$ cat config.mk
export PLATFORM = sky130hd
export DESIGN_NAME = fb_scanout_reader
export DESIGN_NICKNAME = d
export VERILOG_FILES = /design/src/rtl/fb_scanout_reader.sv
export SDC_FILE = /design/constraint.sdc
export NUM_CORES = 2
export LEC_CHECK = 0
export CORE_ASPECT_RATIO = 1.5
export CORE_MARGIN = 2
export CORE_UTILIZATION = 50
export DETAILED_ROUTE_END_ITERATION = 10
export PLACE_DENSITY_LB_ADDON = 0.1
export SLEW_MARGIN = 20
export SYNTH_ARGS = -nofsm -noshare
export SYNTH_HDL_FRONTEND = slang
export SYNTH_SLANG_ARGS = --single-unit
export TNS_END_PERCENT = 50
$ cat constraint.sdc
create_clock -name iCLK -period 3.95 [get_ports iCLK]
set_input_delay 0.5925 -clock iCLK [delete_from_list [all_inputs] [get_ports iCLK]]
set_output_delay 0.5925 -clock iCLK [all_outputs]
set_load 0.02 [all_outputs]
$ cat src/rtl/fb_scanout_reader.sv
// Framebuffer scan-out reader: Avalon-MM burst-read master that fetches one frame
// into a pixel FIFO and hands pixels to the LCD stage one per request.
//
// state | meaning
// IDLE  | reset state, waiting for the first frame start
// REQ   | burst request pending (or waiting for FIFO room to issue one)
// WAIT  | burst accepted, collecting beats into the FIFO
// DONE  | whole frame fetched, waiting for the next frame start
// DRAIN | frame restarted mid-burst, discarding the rest of the burst
module fb_scanout_reader #(
   parameter logic [31:0] FB_BASE    = 32'h2000_0000,
   parameter int          H_RES      = 800,
   parameter int          V_RES      = 480,
   parameter int          BURST_LEN  = 8,
   parameter int          FIFO_DEPTH = 64
) (
   input  logic        iCLK,
   input  logic        iRST_n,
   input  logic        iFrameStart,
   input  logic        avl_waitrequest,
   output logic [31:0] avl_address,
   output logic        avl_read,
   output logic        avl_burstbegin,
   output logic [4:0]  avl_burstcount,
   input  logic        avl_readdatavalid,
   input  logic [31:0] avl_readdata,
   output logic        avl_write,
   output logic [31:0] avl_writedata,
   input  logic        iPixelReq,
   output logic [23:0] oPixel,
   output logic        oPixelValid,
   output logic        oUnderflow,
   output logic        oFrameDone
);

   localparam int          PW          = $clog2(FIFO_DEPTH);
   localparam logic [18:0] TOTAL_WORDS = 19'(H_RES * V_RES);
   localparam logic [18:0] WORD_STEP   = 19'(BURST_LEN);
   localparam logic [31:0] ADDR_STEP   = 32'(BURST_LEN * 4);
   localparam logic [4:0]  LAST_BEAT   = 5'(BURST_LEN - 1);

   typedef enum logic [2:0] {IDLE, REQ, WAIT, DONE, DRAIN} state_t;

   state_t      state;
   logic [18:0] word_cnt;
   logic [18:0] word_next;
   logic [4:0]  beat_cnt;
   logic        restart_pending;
   logic [PW:0] wr_ptr;
   logic [PW:0] rd_ptr;
   logic [PW:0] fifo_count;
   logic        fifo_empty;
   logic        fifo_full;
   logic        space_ok;
   logic        beat_last;
   logic        restart;
   logic        push;
   logic        pop;
   logic [23:0] fifo_mem [FIFO_DEPTH];
   logic        data_unused;

   assign avl_burstcount = 5'(BURST_LEN);
   assign avl_write      = 1'b0;
   assign avl_writedata  = '0;
   assign data_unused    = &{1'b0, avl_readdata[31:24]};

   always_comb begin
      fifo_count = wr_ptr - rd_ptr;
      fifo_empty = (wr_ptr == rd_ptr);
      fifo_full  = (wr_ptr[PW] != rd_ptr[PW]) && (wr_ptr[PW-1:0] == rd_ptr[PW-1:0]);
      space_ok   = (32'(fifo_count) <= 32'(FIFO_DEPTH - BURST_LEN));
      beat_last  = avl_readdatavalid && (beat_cnt == LAST_BEAT);
      word_next  = word_cnt + WORD_STEP;
      // A restart needs no burst in flight; mid-burst starts are deferred to DRAIN's end.
      restart = 1'b0;
      case (state)
         IDLE, DONE: restart = iFrameStart;
         REQ:        restart = iFrameStart && !avl_read;
         WAIT:       restart = iFrameStart && beat_last;
         DRAIN:      restart = beat_last;
         default:    restart = 1'b0;
      endcase
      push = (state == WAIT) && avl_readdatavalid && !restart && !fifo_full;
      pop  = iPixelReq && !fifo_empty && !restart;
   end

   always_ff @(posedge iCLK or negedge iRST_n) begin
      if (!iRST_n) begin
         state           <= IDLE;
         avl_read        <= 1'b0;
         avl_burstbegin  <= 1'b0;
         avl_address     <= FB_BASE;
         word_cnt        <= '0;
         beat_cnt        <= '0;
         restart_pending <= 1'b0;
         oFrameDone      <= 1'b0;
      end else if (restart) begin
         state           <= REQ;
         avl_read        <= 1'b1;
         avl_burstbegin  <= 1'b1;
         avl_address     <= FB_BASE;
         word_cnt        <= '0;
         beat_cnt        <= '0;
         restart_pending <= 1'b0;
         oFrameDone      <= 1'b0;
      end else begin
         case (state)
            REQ: begin
               if (avl_read) begin
                  if (iFrameStart) restart_pending <= 1'b1;
                  if (!avl_waitrequest) begin
                     avl_read        <= 1'b0;
                     avl_burstbegin  <= 1'b0;
                     beat_cnt        <= '0;
                     restart_pending <= 1'b0;
                     state           <= (restart_pending || iFrameStart) ? DRAIN : WAIT;
                  end
               end else if (space_ok) begin
                  avl_read       <= 1'b1;
                  avl_burstbegin <= 1'b1;
               end
            end
            WAIT: begin
               if (avl_readdatavalid) beat_cnt <= beat_cnt + 5'd1;
               if (iFrameStart) begin
                  state <= DRAIN;
               end else if (beat_last) begin
                  avl_address <= avl_address + ADDR_STEP;
                  word_cnt    <= word_next;
                  if (word_next == TOTAL_WORDS) begin
                     state      <= DONE;
                     oFrameDone <= 1'b1;
                  end else begin
                     state <= REQ;
                  end
               end
            end
            DRAIN: begin
               if (avl_readdatavalid) beat_cnt <= beat_cnt + 5'd1;
            end
            default: ;
         endcase
      end
   end

   always_ff @(posedge iCLK or negedge iRST_n) begin
      if (!iRST_n) begin
         wr_ptr      <= '0;
         rd_ptr      <= '0;
         oUnderflow  <= 1'b0;
      end else if (restart) begin
         wr_ptr      <= '0;
         rd_ptr      <= '0;
         oUnderflow  <= 1'b0;
      end else begin
         if (push) wr_ptr <= wr_ptr + 1'b1;
         if (pop) rd_ptr <= rd_ptr + 1'b1;
         if (iPixelReq && fifo_empty) oUnderflow <= 1'b1;
      end
   end

   always_ff @(posedge iCLK) begin
      if (push) fifo_mem[wr_ptr[PW-1:0]] <= avl_readdata[23:0];
   end

   assign oPixelValid = !fifo_empty;
   assign oPixel      = fifo_empty ? 24'h0 : fifo_mem[rd_ptr[PW-1:0]];

endmodule

==> impl_metrics.csv <==
group,metric,value,unit
pwr,peakVddDrop,0.5429,mV
final_layout,final_net_count,3477,
status,status,"finished with violations",
timing,finalSetupViolations,11,
logic_synthesis,syn_area_per_cell,20.94,um^2
cts,worstSkewPairLatency,790,ps
cts,clkSinkCount,1606,
global_route,grt_pass1_vias,33220,
worst_setup_path,cp.arrival,3480,ps
final_layout,fin_util,0.5932,
worst_setup_path,crit_path_start_kind,"flop",
logic_synthesis,synth_seq_cells,1606,
pwr,power,46.18,mW
timing,period_needed,4071,ps
logic_synthesis,yosysWarnings,0,
global_route,grt_pass1_wl,236.5,mm
floorplanning,rows,159,
floorplanning,io_pins,137,
logic_synthesis,yosysTopAreaCellShare,0.7305,
timing,slew_violations,0,
drt,drt-total-wl,167.0,mm
final_layout,syn_to_final_growth,17.74,%
cts,root_buffer,"clkbuf_16",
floorplanning,die_h,439.2,um
pwr,power_frac_comb,0.283,
pwr,pwr-share-clk,0.308,
timing,fin_tns_setup,-559.9,ps
global_route,antenna_found_initial,8,
timing,hold_ws,284.4,ps
final_layout,nFillCells,8979,
global_route,track_usage,0.2617,
timing,max_freq,245.6,MHz
worst_setup_path,crit_slowest_cell,"mux4_2",
timing,hold_violations,0,
logic_synthesis,synth_ff_type,"edfxtp_1",
worst_setup_path,crit_family,"multiplexers",
pwr,leakage,24.08,nW
global_route,overflow,0,
drt,wl_per_cell,32.38,um
pwr,switching_power,13.07,mW
pwr,internal-power,33.11,mW
timing,timing.final.ws_setup,-121.1,ps
floorplanning,initial_core_util,0.5038,
timing,max_slew.worst_pin.slew,1113,ps
place,place_congestion,0.8989,
place,portBuffers,85,
place,hpwl,100.3,mm
cts,clkSlewWorstSetupHoldPaths,60,ps
run,cap_violations,0,
logic_synthesis,synthesis.instances,3015,
pwr,swShare,0.2831,
drt,vias_per_cell,6.203,
timing,fin_crit_sh,1.031,
worst_setup_path,cp_cell_sequence,"buf_12 > buf_12 > mux4_2 > mux4_2 > mux2i_1 > buf_4 > o22ai_1 > buf_2",
final_layout,drive_gt1_frac,0.3316,
logic_synthesis,synth_edf_count,1536,
drt,drtIter0Drc,3014,
drt,ant_nets,0,
floorplanning,dieArea,129200,um^2
worst_setup_path,cp_slowest_stage_delay,560,ps
timing,rsz0062_at_grt,"true",
pwr,power_density,621.1,nW/um^2
drt,vias,32000,
timing,relSlewSlack,0.2582,
worst_setup_path,path_class,"flop to output port",
floorplanning,fp.dieW,294.2,um
logic_synthesis,async_flop_share,0.04359,
drt,drtPass1Iterations,6,
global_route,grt_max_degree,71,
pwr,pwr-share-seq,0.408,
timing,finalClockSkew,26.38,ps
cts,numCtsBuffers,149,
logic_synthesis,yosysTopAreaCell,"edfxtp_1",
logic_synthesis,synth_cell_types,73,
cts,cts_tree,"yes",
worst_setup_path,cp_max_fo,15,
worst_setup_path,crit_buf_inv,4,
cts,htree_levels,4,
min_path,hp-class,"input pin to flop",
worst_setup_path,endpoint_kind,"output port",
cts,cts_buffer_depth,3,
floorplanning,core,125300,um^2
logic_synthesis,ys_seq_area_frac,0.7582,
status,violations,"setup timing",
logic_synthesis,synth_area_leaders,"edfxtp_1 73%, mux4_2 15%, dfrtp_1 2.7%",
drt,remaining_drc_errors,0,
logic_synthesis,syn_area,63140,um^2
worst_setup_path,required,3360,ps
-- power by group through the flow --
stage	registers (mW)	logic [mW]	clock network, mW
6_report	18.8	13.1	14.2
5_1_grt	18.8	13.6	15.1
4_1_cts	18.8	12.7	14.5
3_5_place_dp	19.2	11.4	0
3_3_place_gp	19.2	11.3	0
2_1_floorplan	19.2	6.75	0
-- metrics by stage --
stage / area [um^2] / setup slack [ps] / instances
global placement: 67910 / 173.3 / 4816
detailed placement: 67910 / 202.4 / 4816
CTS: 73830 / -230.0 / 5123
global route: 74340 / -164.1 / 5156
finish: 74340 / -121.1 / 5159
floorplan: 63300 / -300.9 / 3056
-- flip-flops by register name, summed over array words and instances (netlist names) --
signal	flops
oUnderflow	1
wr_ptr	7
state	3
oFrameDone	1
word_cnt	16
restart_pending	1
rd_ptr	7
avl_burstbegin	1
fifo_mem	1536
avl_read	1
beat_cnt	5
avl_address	27
-- layout by cell type (no fill, tap or decap), drive strengths merged, types with 6 or more instances in the layout --
master / n
edfxtp: 1536
mux4: 410
buf: 382
clkbuf: 185
nor2: 134
mux2i: 95
nand2: 87
o21ai: 81
dfrtp: 69
clkinv: 64
a21oi: 50
conb: 43
clkdlybuf4s50: 36
nand3: 29
xnor2: 28
nand4: 26
o22ai: 25
a22oi: 22
inv: 21
xor2: 17
a211oi: 17
nor3: 17
nor4: 17
a221oi: 16
a31oi: 14
bufinv: 13
nor2b: 12
ha: 11
nand2b: 7
and3: 6
-- layout make-up --
| class | count | area (um^2) | area share |
|---|---|---|---|
| multi-input combinational | 1230 | 14930 | 0.2008 |
| inverter | 14 | 65.06 | 0.0008752 |
| antenna | 3 | 7.507 | 0.0001010 |
| timing repair buffer | 427 | 4659 | 0.06267 |
| clock inverter | 89 | 807.0 | 0.01086 |
| tap | 1610 | 2014 | 0.02710 |
| clock buffer | 180 | 3973 | 0.05343 |
| sequential | 1606 | 47890 | 0.6442 |
-- path summary, 6_finish.rpt --
check                                  end  slack [ps]       startpoint  depth (start not counted)
min in group asynchronous      word_cnt[9]         510           iRST_n                          2
hold reg to reg            restart_pending         490  restart_pending                          1
hold / removal             fifo_mem[51][1]         280  avl_readdata[1]                          1
max in group asynchronous        rd_ptr[1]        2640           iRST_n                          2
setup / recovery                 oPixel[6]        -120        rd_ptr[0]                          8
setup reg to reg           fifo_mem[52][3]         530      beat_cnt[0]                         10
-- layer usage --
metal / GRT usage / up-vias / share of wire
met5: 0 / - / 0.00027
met4: 0.09949 / 8 / 0.040
met3: 0.04295 / 286 / 0.058
met2: 0.4711 / 1109 / 0.54
met1: 0.3155 / 17290 / 0.37
li1: - / 13310 / -
-- cell families (layout without fill, tap and decap cells) --
| family | after synthesis | count (layout) | share of synthesized area |
|---|---|---|---|
| flip-flops | 1606 | 1606 | 0.7582 |
| multiplexers | 505 | 505 | 0.1613 |
| AO/OA/AOI/OAI | 260 | 260 | 0.02584 |
| buffers and inverters | 220 | 710 | 0.01762 |
| AND/OR/NAND/NOR | 366 | 366 | 0.02849 |
| XOR/XNOR | 45 | 45 | 0.006242 |
| adder cells (fa/ha/maj) | 11 | 11 | 0.002180 |
| other | 2 | 46 | 0.0001189 |
-- cell usage after synthesis (4+ instances only) --
library cell and count:
edfxtp_1 1536, mux4_2 410, nor2_1 134, mux2i_1 95, nand2_1 87, clkbuf_1 80, dfrtp_1 69, o21ai_0 55
buf_2 54, a21oi_1 50, buf_4 50, nand3_1 28, xnor2_1 28, nand4_1 26, o21ai_1 26, o22ai_1 25
a22oi_1 22, a211oi_1 17, buf_1 17, xor2_1 17, a221oi_1 16, nor3_1 16, a31oi_1 14, nor4_1 12
ha_1 11, inv_1 11, nor2b_1 11, nand2b_1 7, and3_1 6, a32oi_1 5, nor4_2 5, o31ai_1 5
a22o_1 4, and2_1 4, buf_6 4, nand3b_1 4, or3_1 4
-- what timing repair did --
action	CTS	global route
hold buffers	2	0
cloned	11	5
setup endpoints to repair	24	24
hold endpoints to repair	59	0
setup buffers	26	35
pin swaps	11	0
resized for setup	205	56
(Power assumes the default switching activity.)
